==> src/rtl/addrdec_bus.sv <==
// rtl/addrdec_bus.sv - parameterised memory/IO address decoder with registered access sequencer
//
// Decodes a bus address into memory, one of N_IO I/O slots, or the simulator
// interface (last byte of the I/O window), then holds the registered select
// for the whole bus cycle until the selected target acknowledges, the timeout
// expires, or the slot turns out to be unpopulated.
//
// Ports:
//   clk, reset_n            clock (rising edge), asynchronous active-low reset
//   addr, req               address and request, sampled in IDLE
//   ack_mem/ack_io/ack_simif target acknowledges (only the selected one counts)
//   err_clr                 synchronous clear of err_addr/err_count
//   cs_mem/cs_io/cs_simif   registered chip-selects (at most one active)
//   busy                    high while an access is in progress
//   ready, bus_err          one-cycle completion / error pulses
//   err_addr, err_count     last errored address, saturating error count
module addrdec_bus #(
    parameter int                         MEM_ADDR_SIZE = 32,
    parameter logic [MEM_ADDR_SIZE-1:0]   IO_BASE       = 'h0000_ff00,
    parameter int                         N_IO          = 16,
    parameter int                         IO_SLOT_BITS  = 4,
    parameter logic [N_IO-1:0]            IO_SLOT_EN    = '1,
    parameter int                         TIMEOUT       = 15
) (
    input  logic                     clk,
    input  logic                     reset_n,
    input  logic [MEM_ADDR_SIZE-1:0] addr,
    input  logic                     req,
    input  logic                     ack_mem,
    input  logic [N_IO-1:0]          ack_io,
    input  logic                     ack_simif,
    input  logic                     err_clr,
    output logic                     cs_mem,
    output logic [N_IO-1:0]          cs_io,
    output logic                     cs_simif,
    output logic                     busy,
    output logic                     ready,
    output logic                     bus_err,
    output logic [MEM_ADDR_SIZE-1:0] err_addr,
    output logic [7:0]               err_count
);

    localparam int SLOT_W = $clog2(N_IO);
    localparam int TW     = (TIMEOUT < 2) ? 1 : $clog2(TIMEOUT);
    localparam logic [MEM_ADDR_SIZE-1:0] WIN_SIZE = MEM_ADDR_SIZE'(N_IO) << IO_SLOT_BITS;
    localparam logic [MEM_ADDR_SIZE-1:0] WIN_MASK = ~(WIN_SIZE - MEM_ADDR_SIZE'(1));
    localparam logic [MEM_ADDR_SIZE-1:0] SIMIF_ADDR = IO_BASE + WIN_SIZE - MEM_ADDR_SIZE'(1);

    typedef enum logic {IDLE, ACCESS} state_t;

    state_t                   state_q, state_d;
    logic                     cs_mem_q, cs_mem_d;
    logic [N_IO-1:0]          cs_io_q, cs_io_d;
    logic                     cs_simif_q, cs_simif_d;
    logic                     ready_q, ready_d;
    logic                     bus_err_q, bus_err_d;
    logic [MEM_ADDR_SIZE-1:0] err_addr_q, err_addr_d;
    logic [7:0]               err_count_q, err_count_d;
    logic [TW-1:0]            timer_q, timer_d;
    logic [MEM_ADDR_SIZE-1:0] acc_addr_q, acc_addr_d;

    // Address decode, only meaningful while IDLE
    logic              in_win;
    logic              simif_hit;
    logic [SLOT_W-1:0] slot;
    logic [N_IO-1:0]   slot_onehot;
    logic              slot_en;

    always_comb begin
        in_win      = (addr & WIN_MASK) == IO_BASE;
        simif_hit   = in_win && (addr == SIMIF_ADDR);
        slot        = addr[IO_SLOT_BITS +: SLOT_W];
        slot_onehot = N_IO'(1) << slot;
        slot_en     = IO_SLOT_EN[slot];
    end

    // Only the acknowledge of the currently selected target ends the cycle
    logic sel_ack;
    assign sel_ack = (cs_mem_q & ack_mem) | (|(cs_io_q & ack_io)) | (cs_simif_q & ack_simif);

    logic                     err_event;
    logic [MEM_ADDR_SIZE-1:0] err_src;
    logic [7:0]               err_base;

    always_comb begin
        state_d    = state_q;
        cs_mem_d   = cs_mem_q;
        cs_io_d    = cs_io_q;
        cs_simif_d = cs_simif_q;
        timer_d    = timer_q;
        acc_addr_d = acc_addr_q;
        ready_d    = 1'b0;
        bus_err_d  = 1'b0;
        err_event  = 1'b0;
        err_src    = addr;

        case (state_q)
            IDLE: begin
                if (req) begin
                    timer_d    = '0;
                    acc_addr_d = addr;
                    if (!in_win) begin
                        cs_mem_d = 1'b1;
                        state_d  = ACCESS;
                    end else if (simif_hit) begin
                        // simif takes priority over the last slot
                        cs_simif_d = 1'b1;
                        state_d    = ACCESS;
                    end else if (slot_en) begin
                        cs_io_d = slot_onehot;
                        state_d = ACCESS;
                    end else begin
                        // unpopulated slot: fail immediately, never select
                        ready_d   = 1'b1;
                        bus_err_d = 1'b1;
                        err_event = 1'b1;
                        err_src   = addr;
                    end
                end
            end
            ACCESS: begin
                if (sel_ack) begin
                    cs_mem_d   = 1'b0;
                    cs_io_d    = '0;
                    cs_simif_d = 1'b0;
                    ready_d    = 1'b1;
                    state_d    = IDLE;
                end else if (TIMEOUT > 0 && timer_q == TW'(TIMEOUT - 1)) begin
                    cs_mem_d   = 1'b0;
                    cs_io_d    = '0;
                    cs_simif_d = 1'b0;
                    ready_d    = 1'b1;
                    bus_err_d  = 1'b1;
                    err_event  = 1'b1;
                    err_src    = acc_addr_q;
                    state_d    = IDLE;
                end else begin
                    timer_d = timer_q + TW'(1);
                end
            end
            default: state_d = IDLE;
        endcase

        // A clear coinciding with a new error yields count 1 and the new address
        err_base    = err_clr ? 8'd0 : err_count_q;
        err_count_d = err_base;
        err_addr_d  = err_clr ? '0 : err_addr_q;
        if (err_event) begin
            err_count_d = (err_base == 8'hff) ? 8'hff : err_base + 8'd1;
            err_addr_d  = err_src;
        end
    end

    always_ff @(posedge clk or negedge reset_n) begin
        if (!reset_n) begin
            state_q     <= IDLE;
            cs_mem_q    <= 1'b0;
            cs_io_q     <= '0;
            cs_simif_q  <= 1'b0;
            ready_q     <= 1'b0;
            bus_err_q   <= 1'b0;
            err_addr_q  <= '0;
            err_count_q <= 8'd0;
            timer_q     <= '0;
            acc_addr_q  <= '0;
        end else begin
            state_q     <= state_d;
            cs_mem_q    <= cs_mem_d;
            cs_io_q     <= cs_io_d;
            cs_simif_q  <= cs_simif_d;
            ready_q     <= ready_d;
            bus_err_q   <= bus_err_d;
            err_addr_q  <= err_addr_d;
            err_count_q <= err_count_d;
            timer_q     <= timer_d;
            acc_addr_q  <= acc_addr_d;
        end
    end

    assign cs_mem    = cs_mem_q;
    assign cs_io     = cs_io_q;
    assign cs_simif  = cs_simif_q;
    assign busy      = (state_q == ACCESS);
    assign ready     = ready_q;
    assign bus_err   = bus_err_q;
    assign err_addr  = err_addr_q;
    assign err_count = err_count_q;

endmodule

==> config.mk <==
export PLATFORM = sky130hd
export DESIGN_NAME = addrdec_bus
export DESIGN_NICKNAME = d
export VERILOG_FILES = /design/src/rtl/addrdec_bus.sv
export SDC_FILE = /design/constraint.sdc
export NUM_CORES = 1
export LEC_CHECK = 0
export CAP_MARGIN = 40
export CORE_UTILIZATION = 45
export CTS_BUF_LIST = sky130_fd_sc_hd__clkbuf_8
export CTS_CLUSTER_DIAMETER = 150
export DETAILED_ROUTE_END_ITERATION = 12
export PLACE_DENSITY_LB_ADDON = 0.25
export SLEW_MARGIN = 5
export SYNTH_ARGS = -nofsm -noshare
export SYNTH_HDL_FRONTEND = slang
export SYNTH_SLANG_ARGS = --single-unit
==> constraint.sdc <==
create_clock -name clk -period 2.9 [get_ports clk]
set_clock_uncertainty 0.2 [all_clocks]
set_input_delay 0.29 -clock clk [delete_from_list [all_inputs] [get_ports clk]]
set_output_delay 0.29 -clock clk [all_outputs]
set_load 0.05 [all_outputs]
==> impl_results.md <==
- Yosys warning total: 0
- Gr ovfl total: 0
- Total Power: 3.43 mW
- Routed WL: ~11,000 um
- Clock sink count: 97
- CP Launch Type: flip-flop
- Top_reg_cell synth: dfrtp_1
- CP cell instances: inv_1 -> ha_1 -> and4_1 -> nand4_1 -> or4_1 -> inv_2 -> buf_4 -> nand2_1 -> o21ai_1
- Clock power share: around a quarter
- Unrepaired setup endpoints after global routing: false
- Antenna violations before repair: 0
- Sequential power share: 51.3%
- Syn_nets: ~520
- Pre-CTS setup slack: 0.146 ns
- Multi-input gate area: 1860 sq um
- Placed wire-length estimate: 7530 um
- Internal cell power: between 2 and 2.5 mW
- Layout area overhead: 32.6%
- Vias per cell: between 5 and 6
- Outcome: completed
- Wirelength per Cell: 15.1 um
- Final period utilization: just under 90%
- Die width: 102 um
- Longest Clk Path Bufs: 2
- Setup Fix Bufs, Post-CTS: 0
- I/O Buffers: 114
- Layout cell share with drive strength beyond 1: around 8.7%
- Slew Viols, Final: 0
- Nature of the critical path endpoint: flip-flop
- Synthesized area per cell: just under 10 sq um
- Slowest stage delay, CP: 0.53 ns
- Clock tree from TritonCTS: yes
- Row count: 36
- TritonCTS buffer count: 9
- Max-slew headroom: 62.2%
- Die height: 102 um
- Vias post-DR: approximately 3,700
- Post-Syn Area: about 4500 sq um
- GPL Wtd Cong: approximately 0.88
- Clk slew on worst S/H paths: about 0.09 ns
- Worst Hold Class: in2async
- FF+latch area: between 2000 and 2500 sq um
- I/O pin cnt: between 100 and 150
- Slowest cell on crit path: or4_1
- Power density over the cells: 579 nW/um^2
- Antenna Nets Post-Route: 0
- Layout filler cell count: approximately 820
- Clock latency on the worst-skew pair: 0.36 ns
- Worst-Margin Slew: about 0.57 ns
- Switching portion of total power: between 30% and 40%
- Max Freq: 387 MHz
- Setup_tns: 0 ns
- #FFs+latches synth: 97
- Vias in the first global route: approximately 3,600
- Starting Density: 46.2%
- Data arrival, critical path: approximately 2.7 ns
- ANT cells: 0
- Final setup fails: 0
- Drt drc: 0
- Final Hold Fails: 0
- Post-synthesis instance total: between 400 and 500
- H-Tree Level Count: 3
- Crit Path Max Fanout: 33
- Area of the die: 10,300 sq um
- Root buf cell: clkbuf_8
- Tot GR Track Use: between 20% and 30%
- First-pass GRT wire length: approximately 18,000 um
- Asr flop ratio synth: 100%
- Fin worst setup slack: about 0.31 ns
- Critical path type: reg2reg
- Fin crit period: 2.59 ns
- Register area share after synthesis: a little over half
- Fin nets: 630
- Worst endpoint required time: ~3 ns
- First-pass iteration count of the detailed router: 4
- Initial DRC Count: approximately 180
- CORE AREA: around 9700 sq um
- Post-synth EDFFs: 0
- Comb pwr share: 23.3%
- Largest net degree at the start of global routing: 56
- Max Cap Violations: 0
- Sw Pwr: 1.11 mW
- Peak supply drop: around 370 uV
- Static Leak: roughly 2.7 nW
- Synth cell types: between 50 and 60
==> flip-flops by register name (all words and copies together) (netlist names) <==
register	flops
cs_simif	1
err_addr	32
timer_q	4
cs_io	16
busy	1
err_count	8
bus_err	1
cs_mem	1
acc_addr_q	32
ready	1
==> through the flow <==
| step | utilization, % | std cells | instance area (sq um) | hold slack (ns) |
|---|---|---|---|---|
| 2_1_floorplan | - | 461 | 4470 | -0.206 |
| 3_3_place_gp | 59.1 | 694 | 5730 | 0.121 |
| 3_5_place_dp | 59.1 | 694 | 5730 | 0.119 |
| 4_1_cts | 61.2 | 711 | 5930 | 0.263 |
| 5_1_grt | 61.2 | 711 | 5930 | 0.269 |
| 6_report | 61.2 | 711 | 5930 | 0.255 |
==> critical path: cells and delay by family, from the launching register on <==
| family | cells | cell delay, ns |
|---|---|---|
| AO/OA/AOI/OAI | 1 | 0.09 |
| adder cells (fa/ha/maj) | 1 | 0.19 |
| buffers and inverters | 3 | 0.59 |
| flip-flops | 1 | 0.44 |
| AND/OR/NAND/NOR | 4 | 1.00 |
==> kinds of logic (layout without fill, tap and decap cells) <==
family	Yosys count	count (layout)	share of synthesized area, %
xor+xnor	1	1	0.196
simple gates	255	255	29.2
flops	97	97	54.3
mux	4	4	0.923
fa+ha+maj	3	3	0.839
compound gates	70	70	10.3
buf+inv	31	148	4.20
==> synth_stat cells, drive strengths merged, types with 2 or more instances <==
| master | count | area share [%] |
|---|---|---|
| nand2 | 146 | 12 |
| dfrtp | 97 | 54 |
| nand2b | 36 | 5.0 |
| o21ai | 35 | 4.2 |
| a31o | 16 | 3.1 |
| buf | 14 | 2.5 |
| nand3 | 14 | 1.6 |
| clkbuf | 11 | 1.1 |
| nor3 | 11 | 1.3 |
| a22oi | 9 | 1.5 |
| nor2 | 8 | 0.73 |
| nor4 | 8 | 1.6 |
| inv | 6 | 0.50 |
| nor2b | 6 | 0.90 |
| a21oi | 5 | 0.56 |
| or4 | 5 | 0.95 |
| nand4 | 4 | 0.90 |
| and3 | 3 | 0.56 |
| ha | 3 | 0.84 |
| mux2i | 3 | 0.67 |
| nand4b | 3 | 0.92 |
| or2b | 3 | 0.56 |
| or3 | 2 | 0.42 |
==> per-layer routing <==
| layer | global-route usage (%) | up-vias | part of all wire [%] |
|---|---|---|---|
| met5 | 0 | - | 0 |
| met4 | 8.14 | 0 | 2.0 |
| met3 | 4.42 | 19 | 4.5 |
| met2 | 36.6 | 112 | 50 |
| met1 | 29.3 | 1762 | 44 |
| li1 | - | 1782 | - |
==> worst paths after layout <==
kind                       slack, ns  depth (start not counted)             end      startpoint
min reg2reg                     0.28                          2  acc_addr_q[31]  acc_addr_q[31]
max in group asynchronous       1.56                          3      timer_q[1]         reset_n
max                             0.31                          9    err_addr[23]      timer_q[0]
max reg2reg                     0.31                          9    err_addr[23]      timer_q[0]
min                             0.25                          2     err_addr[2]         reset_n
min in group clk                0.28                          3  acc_addr_q[22]        addr[22]
==> cells in the final DEF (no fill, tap or decap), drive strengths merged, types with 3 or more instances in the layout <==
cell type	n
inv	9
nand4b	3
ha	3
nor2b	6
nor3	11
dfrtp	97
or2b	3
mux2i	3
a21oi	5
a22oi	9
nand2b	36
clkdlybuf4s50	113
or4	5
buf	12
a31o	16
nand4	4
nor2	8
nor4	8
nand3	14
clkbuf	9
nand2	146
and3	3
o21ai	35
==> cell type report <==
class | count | area share [%]
clock inverter | 7 | 1.16
inverter | 6 | 0.380
clock buffer | 9 | 2.09
tap | 133 | 2.81
sequential | 97 | 40.9
timing repair buffer | 126 | 21.2
multi-input combinational | 333 | 31.4
==> power groups by stage <==
stage                     Combinational (mW)  Clock [mW]  Sequential (mW)
after detailed placement               0.797           0             1.78
final                                  0.798       0.873             1.76
after floorplan                        0.486           0             1.81
after global placement                 0.778           0             1.77
after global routing                   0.907       0.948             1.79
after CTS                              0.805       0.901             1.76
==> what timing repair did <==
item                                    in CTS  in global routing
resized for setup                            0                  0
hold endpoints to repair                    42                  0
endpoints found under the setup margin       0                  0
hold buffers                                 1                  0
Power figures use the tool's default switching activity.
